--- src/rtl/axi_adf4030_pkg.sv ---
// rtl/axi_adf4030_pkg.sv - shared types and constants for the ADF4030 trigger channel
//
// Purpose: trigger FSM state encoding (shared with the regmap trig_state decode),
//          BSYNC phase counter width and a period helper.
// Ports:   none (package).
package axi_adf4030_pkg;

  localparam int TRIG_STATE_W = 3;
  localparam int CNT_W        = 17;

  typedef enum logic [TRIG_STATE_W-1:0] {
    IDLE       = 3'd0,
    ARMED      = 3'd1,
    WAIT_PHASE = 3'd2,
    FIRE       = 3'd3,
    DONE       = 3'd4
  } trig_state_t;

  // BSYNC period in clk cycles: two half-periods.
  function automatic logic [CNT_W-1:0] bsync_period(input logic [15:0] ratio);
    return {ratio, 1'b0};
  endfunction

endpackage

--- src/rtl/axi_adf4030_bsync_phase_cnt.sv ---
// rtl/axi_adf4030_bsync_phase_cnt.sv - BSYNC-aligned phase counter with misalignment flag
//
// Purpose: free-running counter over one BSYNC period, re-zeroed on every captured
//          BSYNC edge, plus a sticky flag for edges that land off-period.
// Ports:
//   clk               in   core clock
//   rstn              in   asynchronous active-low reset
//   bsync_ratio       in   BSYNC half-period in clk cycles (0 holds the counter)
//   bsync_captured    in   1-cycle pulse per captured BSYNC edge
//   misalign_check_en in   enable for the misalignment check; low clears the flag
//   cnt               out  current position in the BSYNC period
//   misalign_err      out  sticky misalignment flag
module axi_adf4030_bsync_phase_cnt
  import axi_adf4030_pkg::*;
(
  input  logic             clk,
  input  logic             rstn,
  input  logic [15:0]      bsync_ratio,
  input  logic             bsync_captured,
  input  logic             misalign_check_en,
  output logic [CNT_W-1:0] cnt,
  output logic             misalign_err
);

  logic [CNT_W-1:0] period;
  logic [CNT_W-1:0] period_last;
  logic             at_wrap;
  logic             locked;

  assign period      = bsync_period(bsync_ratio);
  assign period_last = period - 17'd1;
  assign at_wrap     = (cnt == period_last);

  always_ff @(posedge clk or negedge rstn) begin
    if (!rstn) begin
      cnt    <= '0;
      locked <= 1'b0;
    end else if (bsync_captured) begin
      cnt    <= '0;
      locked <= 1'b1;
    end else if (bsync_ratio == 16'd0) begin
      cnt <= '0;
    end else if (at_wrap) begin
      cnt <= '0;
    end else begin
      cnt <= cnt + 17'd1;
    end
  end

  // A well-aligned BSYNC edge coincides with the last count of the period. The
  // first edge after reset only establishes alignment, hence the locked gate.
  always_ff @(posedge clk or negedge rstn) begin
    if (!rstn) begin
      misalign_err <= 1'b0;
    end else if (!misalign_check_en) begin
      misalign_err <= 1'b0;
    end else if (locked && bsync_captured && !at_wrap) begin
      misalign_err <= 1'b1;
    end
  end

endmodule

--- src/rtl/axi_adf4030_trig_channel.sv ---
// rtl/axi_adf4030_trig_channel.sv - one ADF4030 trigger output channel
//
// Purpose: arms on a rising trigger request, waits for a BSYNC edge, then fires a
//          PULSE_WIDTH-cycle pulse when the phase counter reaches the programmed phase.
// Ports:
//   clk               in   core clock
//   rstn              in   asynchronous active-low reset
//   channel_en        in   channel enable; low forces IDLE
//   phase             in   fire position within the BSYNC period
//   bsync_ratio       in   BSYNC half-period in clk cycles
//   bsync_captured    in   1-cycle pulse per captured BSYNC edge
//   trig_req          in   selected trigger source, level
//   misalign_check_en in   enable BSYNC misalignment check
//   trig_out          out  trigger pulse (registered)
//   trig_state        out  FSM state (registered)
//   misalign_err      out  sticky BSYNC misalignment flag
module axi_adf4030_trig_channel
  import axi_adf4030_pkg::*;
#(
  parameter int PULSE_WIDTH = 4
) (
  input  logic                    clk,
  input  logic                    rstn,
  input  logic                    channel_en,
  input  logic [15:0]             phase,
  input  logic [15:0]             bsync_ratio,
  input  logic                    bsync_captured,
  input  logic                    trig_req,
  input  logic                    misalign_check_en,
  output logic                    trig_out,
  output logic [TRIG_STATE_W-1:0] trig_state,
  output logic                    misalign_err
);

  localparam logic [7:0] WIDTH_LAST = 8'(PULSE_WIDTH - 1);

  trig_state_t      state;
  trig_state_t      state_d;
  logic             req_q;
  logic             req_rise;
  logic [7:0]       wcnt;
  logic [7:0]       wcnt_d;
  logic             trig_out_q;
  logic             trig_out_d;
  logic [CNT_W-1:0] cnt;
  logic             ratio_nz;

  axi_adf4030_bsync_phase_cnt u_phase_cnt (
    .clk               (clk),
    .rstn              (rstn),
    .bsync_ratio       (bsync_ratio),
    .bsync_captured    (bsync_captured),
    .misalign_check_en (misalign_check_en),
    .cnt               (cnt),
    .misalign_err      (misalign_err)
  );

  assign ratio_nz = (bsync_ratio != 16'd0);
  assign req_rise = trig_req & ~req_q;

  always_ff @(posedge clk or negedge rstn) begin
    if (!rstn) begin
      state      <= IDLE;
      req_q      <= 1'b0;
      wcnt       <= '0;
      trig_out_q <= 1'b0;
    end else begin
      state      <= state_d;
      req_q      <= trig_req;
      wcnt       <= wcnt_d;
      trig_out_q <= trig_out_d;
    end
  end

  always_comb begin
    state_d = state;
    if (!channel_en) begin
      state_d = IDLE;
    end else begin
      case (state)
        IDLE:       if (req_rise) state_d = ARMED;
        // The bsync edge is only consumed once ARMED has been entered, so an
        // edge coincident with the request rise is deliberately skipped.
        ARMED:      if (bsync_captured && ratio_nz) state_d = WAIT_PHASE;
        // A phase beyond the period never matches; the channel parks here.
        WAIT_PHASE: if (ratio_nz && (cnt == {1'b0, phase})) state_d = FIRE;
        FIRE:       if (wcnt == WIDTH_LAST) state_d = DONE;
        // Require a release of the request before the next arm.
        DONE:       if (!trig_req) state_d = IDLE;
        default:    state_d = IDLE;
      endcase
    end
  end

  // trig_out follows the next state so the pulse is exactly the FIRE residency.
  always_comb begin
    trig_out_d = (state_d == FIRE);
    wcnt_d     = '0;
    if ((state == FIRE) && (state_d == FIRE)) begin
      wcnt_d = wcnt + 8'd1;
    end
  end

  assign trig_out   = trig_out_q;
  assign trig_state = state;

endmodule

--- config.mk ---
export PLATFORM = sky130hd
export DESIGN_NAME = axi_adf4030_trig_channel
export DESIGN_NICKNAME = d
export VERILOG_FILES = /design/src/rtl/axi_adf4030_pkg.sv /design/src/rtl/axi_adf4030_bsync_phase_cnt.sv /design/src/rtl/axi_adf4030_trig_channel.sv
export SDC_FILE = /design/constraint.sdc
export NUM_CORES = 1
export LEC_CHECK = 0
export ABC_AREA = 1
export CAP_MARGIN = 30
export CORE_MARGIN = 1.5
export CORE_UTILIZATION = 52
export DETAILED_ROUTE_END_ITERATION = 16
export PLACE_DENSITY = 0.75
export RECOVER_POWER = 100
export SLEW_MARGIN = 20
export SYNTH_ARGS = -nofsm -noshare
export SYNTH_HDL_FRONTEND = slang
export SYNTH_HIERARCHICAL = 1
export SYNTH_SLANG_ARGS = --single-unit
--- constraint.sdc ---
create_clock -name clk -period 4.25 [get_ports clk]
set_input_delay 1.275 -clock clk [delete_from_list [all_inputs] [get_ports clk]]
set_output_delay 1.275 -clock clk [all_outputs]
set_load 0.02 [all_outputs]
==> results.json, run 1 <==
{
  "status": "complete, but fails checks",
  "violations": "capacitance limit, slew limit",
  "cpPeakStageDelay_ns": 0.59,
  "cap_violations": 1,
  "crit_family": "buffers and inverters",
  "grt_max_degree": 33,
  "cp_slowest_cell": "dlygate4sd3_1",
  "ff_latch_area_um2": 801,
  "synthToLayoutAreaGrowth_pct": 20.8,
  "vias": 2706,
  "hpwl_um": 5030,
  "internal_power_w": 0.000516,
  "avgSynthCellArea_um2": 6.29,
  "finalCriticalPeriod_ns": 3.63,
  "drtPass1Iterations": 4,
  "yosys_register_bits": 32,
  "synth_top_cell_by_area": "dfrtp_1",
  "routed_via_density": 4.87,
  "synth_area_leaders": "dfrtp_1, nand2_1, nor2_1, inv_1, xor2_1",
  "cts_made_buffers": 5,
  "finalHoldViolations": 0,
  "rsz0062_at_grt": "false",
  "hold_depth": 1,
  "relSlewSlack_pct": -15.3,
  "min-delay-start": "wcnt[0]",
  "final_nets": 527,
  "synthArstFlopShare_pct": 100,
  "fin_crit_sh_pct": 85.4,
  "clk_latency_ns": 0.28,
  "start_kind": "input pin",
  "dpl-instance-area_um2": 3260,
  "synth.top_cells.by_count": "nand2_1, nor2_1, inv_1",
  "initial_core_util_pct": 53.9,
  "std_cell_rows": 26,
  "drt_wl_total_um": 6280,
  "p_per_area_nw_per_um2": 210,
  "fmax_ghz": 0.275,
  "final_cells": 556,
  "cts_tree": "yes",
  "worst-path-stages": 11,
  "syn-num-nets": 479,
  "ys_types": 34,
  "design.die.area_um2": 5740,
  "netlist_area_um2": 2760,
  "clkPwrFrac_pct": 35.6,
  "crit_buf_inv": 2,
  "n_antenna_cell": 0,
  "synth-edff-count": 0,
  "worstPathArrival_ns": 3.77,
  "synth_top_area_share_pct": 29.1,
  "p_leak_nw": 1.57,
  "r2r_slack_ns": 2.14,
  "placement.io_buffers": 42,
  "vdd_ir_drop_max_v": 0.000204,
  "synth-main-ff-cell": "dfrtp_1",
  "critPathKind": "input pin to flop",
  "totalNegativeSetupSlack_ns": 0,
  "yosysMostFrequentCell": "nand2_1",
  "p_comb_share_pct": 19.3,
  "wl_per_cell_um": 11.3,
  "worst_pin_slew_ns": 1.73,
  "hold_class": "flop to flop",
  "path_cells": "dlygate4sd3_1 > inv_1 > ha_1 > nand2_1 > nor2_1 > xor2_1 > nand2_1 > nor2_1 > nand3_1 > o21ai_2 > nor2_1",
  "skew_ns": 0.00327,
  "design_area_um2": 3330,
  "critPathRequiredTime_ns": 4.39,
  "placed_cells": 549,
  "worstPathMaxFanout": 16,
  "swShare_pct": 26.2,
  "finalSetupViolations": 0,
  "cts_htree_levels": 2,
  "power_frac_seq_pct": 45.1,
  "ctsResizeCount": 0,
  "multi_input_area_um2": 1650,
  "remaining_drc_errors": 0,
  "drtIter0Drc": 128,
  "antenna_found_initial": 0,
  "grtUsageTotal_pct": 24.1,
  "drive_gt1_share_pct": 5.14,
  "drv_slew": 33,
  "post_cts_buffers": 0,
  "p_sw_w": 0.000183,
  "r2r_cells": 10,
  "clkTransAtPathRegs_ns": 0.06,
  "r2r-start": "u_phase_cnt/cnt[4]",
  "syn_inst": 438,
  "cp-end-kind": "flop",
  "yosys_warnings": 6,
  "fp.dieH_um": 75.8,
  "final_antenna_net_count": 0,
  "num_io_pins": 43,
  "cpMostUsedCell": "nor2_1",
  "root_buffer": "clkbuf_8",
  "r2r_end": "u_phase_cnt/cnt[14]",
  "cts_buffer_depth": 2,
  "synth_seq_area_share_pct": 29.1,
  "gp_congestion": 0.909,
  "die_x_um": 75.8,
  "core_um2": 5110,
  "grt_first_pass_wirelength_um": 10500,
  "grt_overflow": 0,
  "hold_buffers": 0,
  "clock_sinks": 32,
  "grt_pass1_vias": 2497,
  "holdPathEnd": "wcnt[0]",
  "fill_cells": 475
}
[logic make-up (layout without fill, tap and decap cells)]
| logic type | after synthesis | in the layout | synth area share (%) |
|---|---|---|---|
| DFF | 32 | 32 | 29.1 |
| adders and majority gates | 3 | 3 | 1.36 |
| AOI/OAI and AO/OA | 16 | 16 | 3.86 |
| xor gates and xnor gates | 33 | 33 | 11.1 |
| and+or+nand+nor | 281 | 281 | 44.4 |
| buffers and inverters | 73 | 121 | 10.2 |
[worst register-to-register path, delay by kind of cell (launching register included)]
kind	cells	cell delay (ns)
flops	1	0.44
simple gates	7	0.65
compound gates	2	0.71
buf+inv	1	0.15
[state kept, by name, indices dropped and copies added (netlist names)]
name / flops
req_q: 1
wcnt: 8
u_phase_cnt/misalign_err: 1
u_phase_cnt/cnt: 17
trig_out: 1
trig_state: 3
u_phase_cnt/locked: 1
[power groups by stage]
stage,clock network [W],registers (W),logic [W]
4_1_cts,0.000255,0.000316,0.000139
5_1_grt,0.000266,0.000316,0.000152
3_3_place_gp,0,0.000321,0.000137
6_report,0.000249,0.000316,0.000135
2_1_floorplan,0,0.000322,0.0000703
3_5_place_dp,0,0.000321,0.000138
[cell type report]
| cell class | instances | area share, % |
|---|---|---|
| timing repair buffer | 43 | 12.7 |
| inverter | 71 | 8.01 |
| tap | 70 | 2.63 |
| multi-input combinational | 333 | 49.7 |
| sequential | 32 | 24.1 |
| clock buffer | 7 | 2.89 |
[routing by layer]
layer | GRT usage [%] | part of all wire, % | routed length (um) | up-vias
li1 | - | - | - | 1435
met1 | 30.8 | 45 | 2800 | 1196
met2 | 42.7 | 48 | 3020 | 68
met3 | 3.70 | 6.1 | 380 | 7
met4 | 5.75 | 1.2 | 74 | 0
met5 | 0 | 0 | 0 | -
[worst max-delay path by stage]
stage | start | end | slack (ns)
3_3_place_gp | bsync_ratio[0] | u_phase_cnt/cnt[13] | 0.68
2_1_floorplan | bsync_ratio[0] | u_phase_cnt/cnt[11] | 1.42
3_5_place_dp | bsync_ratio[0] | u_phase_cnt/cnt[14] | 0.58
4_1_cts | bsync_ratio[0] | u_phase_cnt/cnt[14] | 0.88
6_report | bsync_ratio[0] | u_phase_cnt/cnt[14] | 0.62
5_1_grt | bsync_ratio[0] | u_phase_cnt/cnt[13] | 0.35
[through the flow]
stage	hold WS, ns	total power [W]	util, %	worst slack [ns]
after floorplan	0.423	0.000392	-	1.42
after global placement	0.446	0.000459	63.7	0.684
after detailed placement	0.450	0.000459	63.7	0.577
after CTS	0.458	0.000709	65.6	0.885
after global routing	0.483	0.000735	65.2	0.350
final	0.456	0.000699	65.2	0.619
[cell usage in the layout (no fill, tap or decap), drive strengths merged]
master / n
clkdlybuf4s50: 32
nor2: 88
a21oi: 8
clkbuf: 8
nand3b: 3
and2: 2
and3: 1
ha: 3
o41ai: 1
dfrtp: 32
xnor2: 13
nand4: 5
nor3b: 1
xnor3: 1
nand3: 34
o21bai: 1
nor3: 9
o21ai: 5
o22ai: 1
xor2: 19
nand2: 135
inv: 71
or2: 3
dlygate4sd3: 10
Power figures use the tool's default switching activity.
==> run 2, diff against run 1 <==
--- a/config.mk
+++ b/config.mk
@@ -9,6 +9,7 @@
 export CAP_MARGIN = 30
 export CORE_MARGIN = 1.5
 export CORE_UTILIZATION = 52
+export CTS_CLUSTER_SIZE = 8
 export DETAILED_ROUTE_END_ITERATION = 16
 export PLACE_DENSITY = 0.75
 export RECOVER_POWER = 100
==> results of run 2 <==
No change in the layout: final DEF, timing and power equal those of run 1.
==> run 3, diff against run 2 <==
--- a/config.mk
+++ b/config.mk
@@ -11,7 +11,8 @@
 export CORE_UTILIZATION = 52
 export CTS_CLUSTER_SIZE = 8
 export DETAILED_ROUTE_END_ITERATION = 16
-export PLACE_DENSITY = 0.75
+export DONT_BUFFER_PORTS = 1
+export PLACE_DENSITY = 0.64
 export RECOVER_POWER = 100
 export SLEW_MARGIN = 20
 export SYNTH_ARGS = -nofsm -noshare
==> run 3 against run 2 <==
The flow now finishes without violations. Cell count is 7.6% lower. Clock skew hardly changed. Register-to-register slack better by 0.06 ns. First-iteration DRC count is 23% lower. Maximum frequency grew 25%. Die area stayed put. Core utilization down 8.4 points. Critical path depth unchanged. Routed wire length fell by 0.94%. Combinational power shrank 40%. Sequential power about the same. Critical path type unchanged. Critical endpoint is now u_phase_cnt/cnt[13].
==> results.json, run 3 (synthesized netlist as in run 1, its figures left out) <==
{
  "holdPathEnd": "wcnt[0]",
  "p_leak_nw": 1.38,
  "drv_slew": 0,
  "clk_latency_ns": 0.28,
  "min-delay-start": "wcnt[0]",
  "r2r_end": "u_phase_cnt/cnt[14]",
  "final_cell_mix": "nand2_1, nor2_1, inv_1",
  "p_per_area_nw_per_um2": 221,
  "vias": 2533,
  "worstPathMaxFanout": 16,
  "r2r-start": "u_phase_cnt/cnt[0]",
  "critPathKind": "input pin to flop",
  "finalSetupViolations": 0,
  "use_met1_pct": 31.9,
  "gp_congestion": 0.911,
  "die_x_um": 75.8,
  "crit_buf_inv": 1,
  "vdd_ir_drop_max_v": 0.000142,
  "fin_util_pct": 56.8,
  "std_cell_rows": 26,
  "path_cells": "inv_1 > ha_1 > nand2_1 > nor2_1 > nand2_1 > a21oi_1 > nand3_1 > nor2_1 > nand3_1 > o21ai_4 > nor2_1",
  "r2r_slack_ns": 2.20,
  "wl_per_cell_um": 12.1,
  "registers.top_by_ff_count": "u_phase_cnt/cnt",
  "drt_wl_total_um": 6220,
  "fmax_ghz": 0.345,
  "largest_reg_flops": 17,
  "rsz0062_at_grt": "false",
  "hold_buffers": 0,
  "num_io_pins": 43,
  "drive_gt1_share_pct": 5.18,
  "grt_first_pass_wirelength_um": 10100,
  "layout_commonest_cell": "nand2_1",
  "hold_depth": 1,
  "remaining_drc_errors": 0,
  "finalCriticalPeriod_ns": 2.90,
  "dpl_worst_slack_ns": 1.04,
  "fill_cells": 525,
  "placement.io_buffers": 0,
  "top_usage_layer": "met2",
  "holdWs_ns": 0.460,
  "design.die.area_um2": 5740,
  "grt_pass1_vias": 2275,
  "critPathRequiredTime_ns": 4.40,
  "routed_via_density": 4.93,
  "totalNegativeSetupSlack_ns": 0,
  "cts_buffer_depth": 2,
  "post_cts_buffers": 0,
  "cp_slowest_cell": "o21ai_4",
  "cp-end-kind": "flop",
  "finalHoldViolations": 0,
  "relSlewSlack_pct": 68.1,
  "grt_overflow": 0,
  "ctsResizeCount": 0,
  "fin_crit_sh_pct": 68.2,
  "grtUsageMet3_pct": 5.56,
  "cts_tree": "yes",
  "antenna_found_initial": 0,
  "root_buffer": "clkbuf_8",
  "cts_htree_levels": 2,
  "cpMostUsedCell": "nor2_1",
  "final_antenna_net_count": 0,
  "drtIter0Drc": 99,
  "cpPeakStageDelay_ns": 0.43,
  "synthToLayoutAreaGrowth_pct": 5.31,
  "cts_made_buffers": 5,
  "grt_max_degree": 33,
  "placed_cells": 506,
  "skew_ns": 0.00328,
  "start_kind": "input pin",
  "status": "finished clean",
  "r2r_cells": 11,
  "clock_sinks": 32,
  "core_um2": 5110,
  "n_antenna_cell": 0,
  "final_nets": 484,
  "hold_class": "flop to flop",
  "fp.dieH_um": 75.8,
  "grtUsageTotal_pct": 23.5,
  "cap_violations": 0,
  "worst_pin_slew_ns": 0.477,
  "worstPathArrival_ns": 3.05,
  "initial_core_util_pct": 53.9,
  "drtPass1Iterations": 6,
  "setup_ws_ns": 1.35,
  "crit_family": "simple AND/OR/NAND/NOR gates",
  "grtUsageMet2_pct": 38.2,
  "clkTransAtPathRegs_ns": 0.06,
  "hpwl_um": 4970,
  "final_cells": 514
}
==> run 3: changes by cell type in the layout (fill, tap and decap cells not counted), sizes merged <==
cell | previous run | this run
clkdlybuf4s50 | 32 | 0
dlygate4sd3 | 10 | 0
==> run 3: power breakdown <==
group          leakage, nW  total (W)  switching, W  internal (W)
Clock               0.0455   0.000242      0.000110      0.000132
Sequential           0.435   0.000318    0.00000863      0.000309
Combinational        0.902  0.0000805     0.0000477     0.0000328
==> run 3: area by class of cell <==
type,instances,area (um^2),share of cell area [%]
well taps,70,87.6,3.02
flip-flops and latches,32,801,27.6
inverters,71,267,9.19
clock buffers,8,90.1,3.10
multi-input cells,333,1660,57.1
==> run 3: how the worst max path moves through the flow <==
stage	start	end	cells past startpoint
finish	bsync_ratio[0]	u_phase_cnt/cnt[13]	11
global route	bsync_ratio[0]	u_phase_cnt/cnt[13]	11
CTS	bsync_ratio[0]	u_phase_cnt/cnt[13]	10
detailed placement	bsync_ratio[0]	u_phase_cnt/cnt[13]	10
global placement	bsync_ratio[0]	u_phase_cnt/cnt[14]	11
floorplan	bsync_ratio[0]	u_phase_cnt/cnt[11]	12
==> run 3: metal layers <==
metal,vias up,wire [um]
li1,1346,-
met1,1126,2930
met2,56,2810
met3,5,431
met4,0,43
met5,-,0
==> run 3: through the flow <==
step | power, W | instance area [um^2]
2_1_floorplan | 0.000392 | 2760
3_3_place_gp | 0.000404 | 2830
3_5_place_dp | 0.000405 | 2830
4_1_cts | 0.000648 | 2920
5_1_grt | 0.000675 | 2900
6_report | 0.000640 | 2900
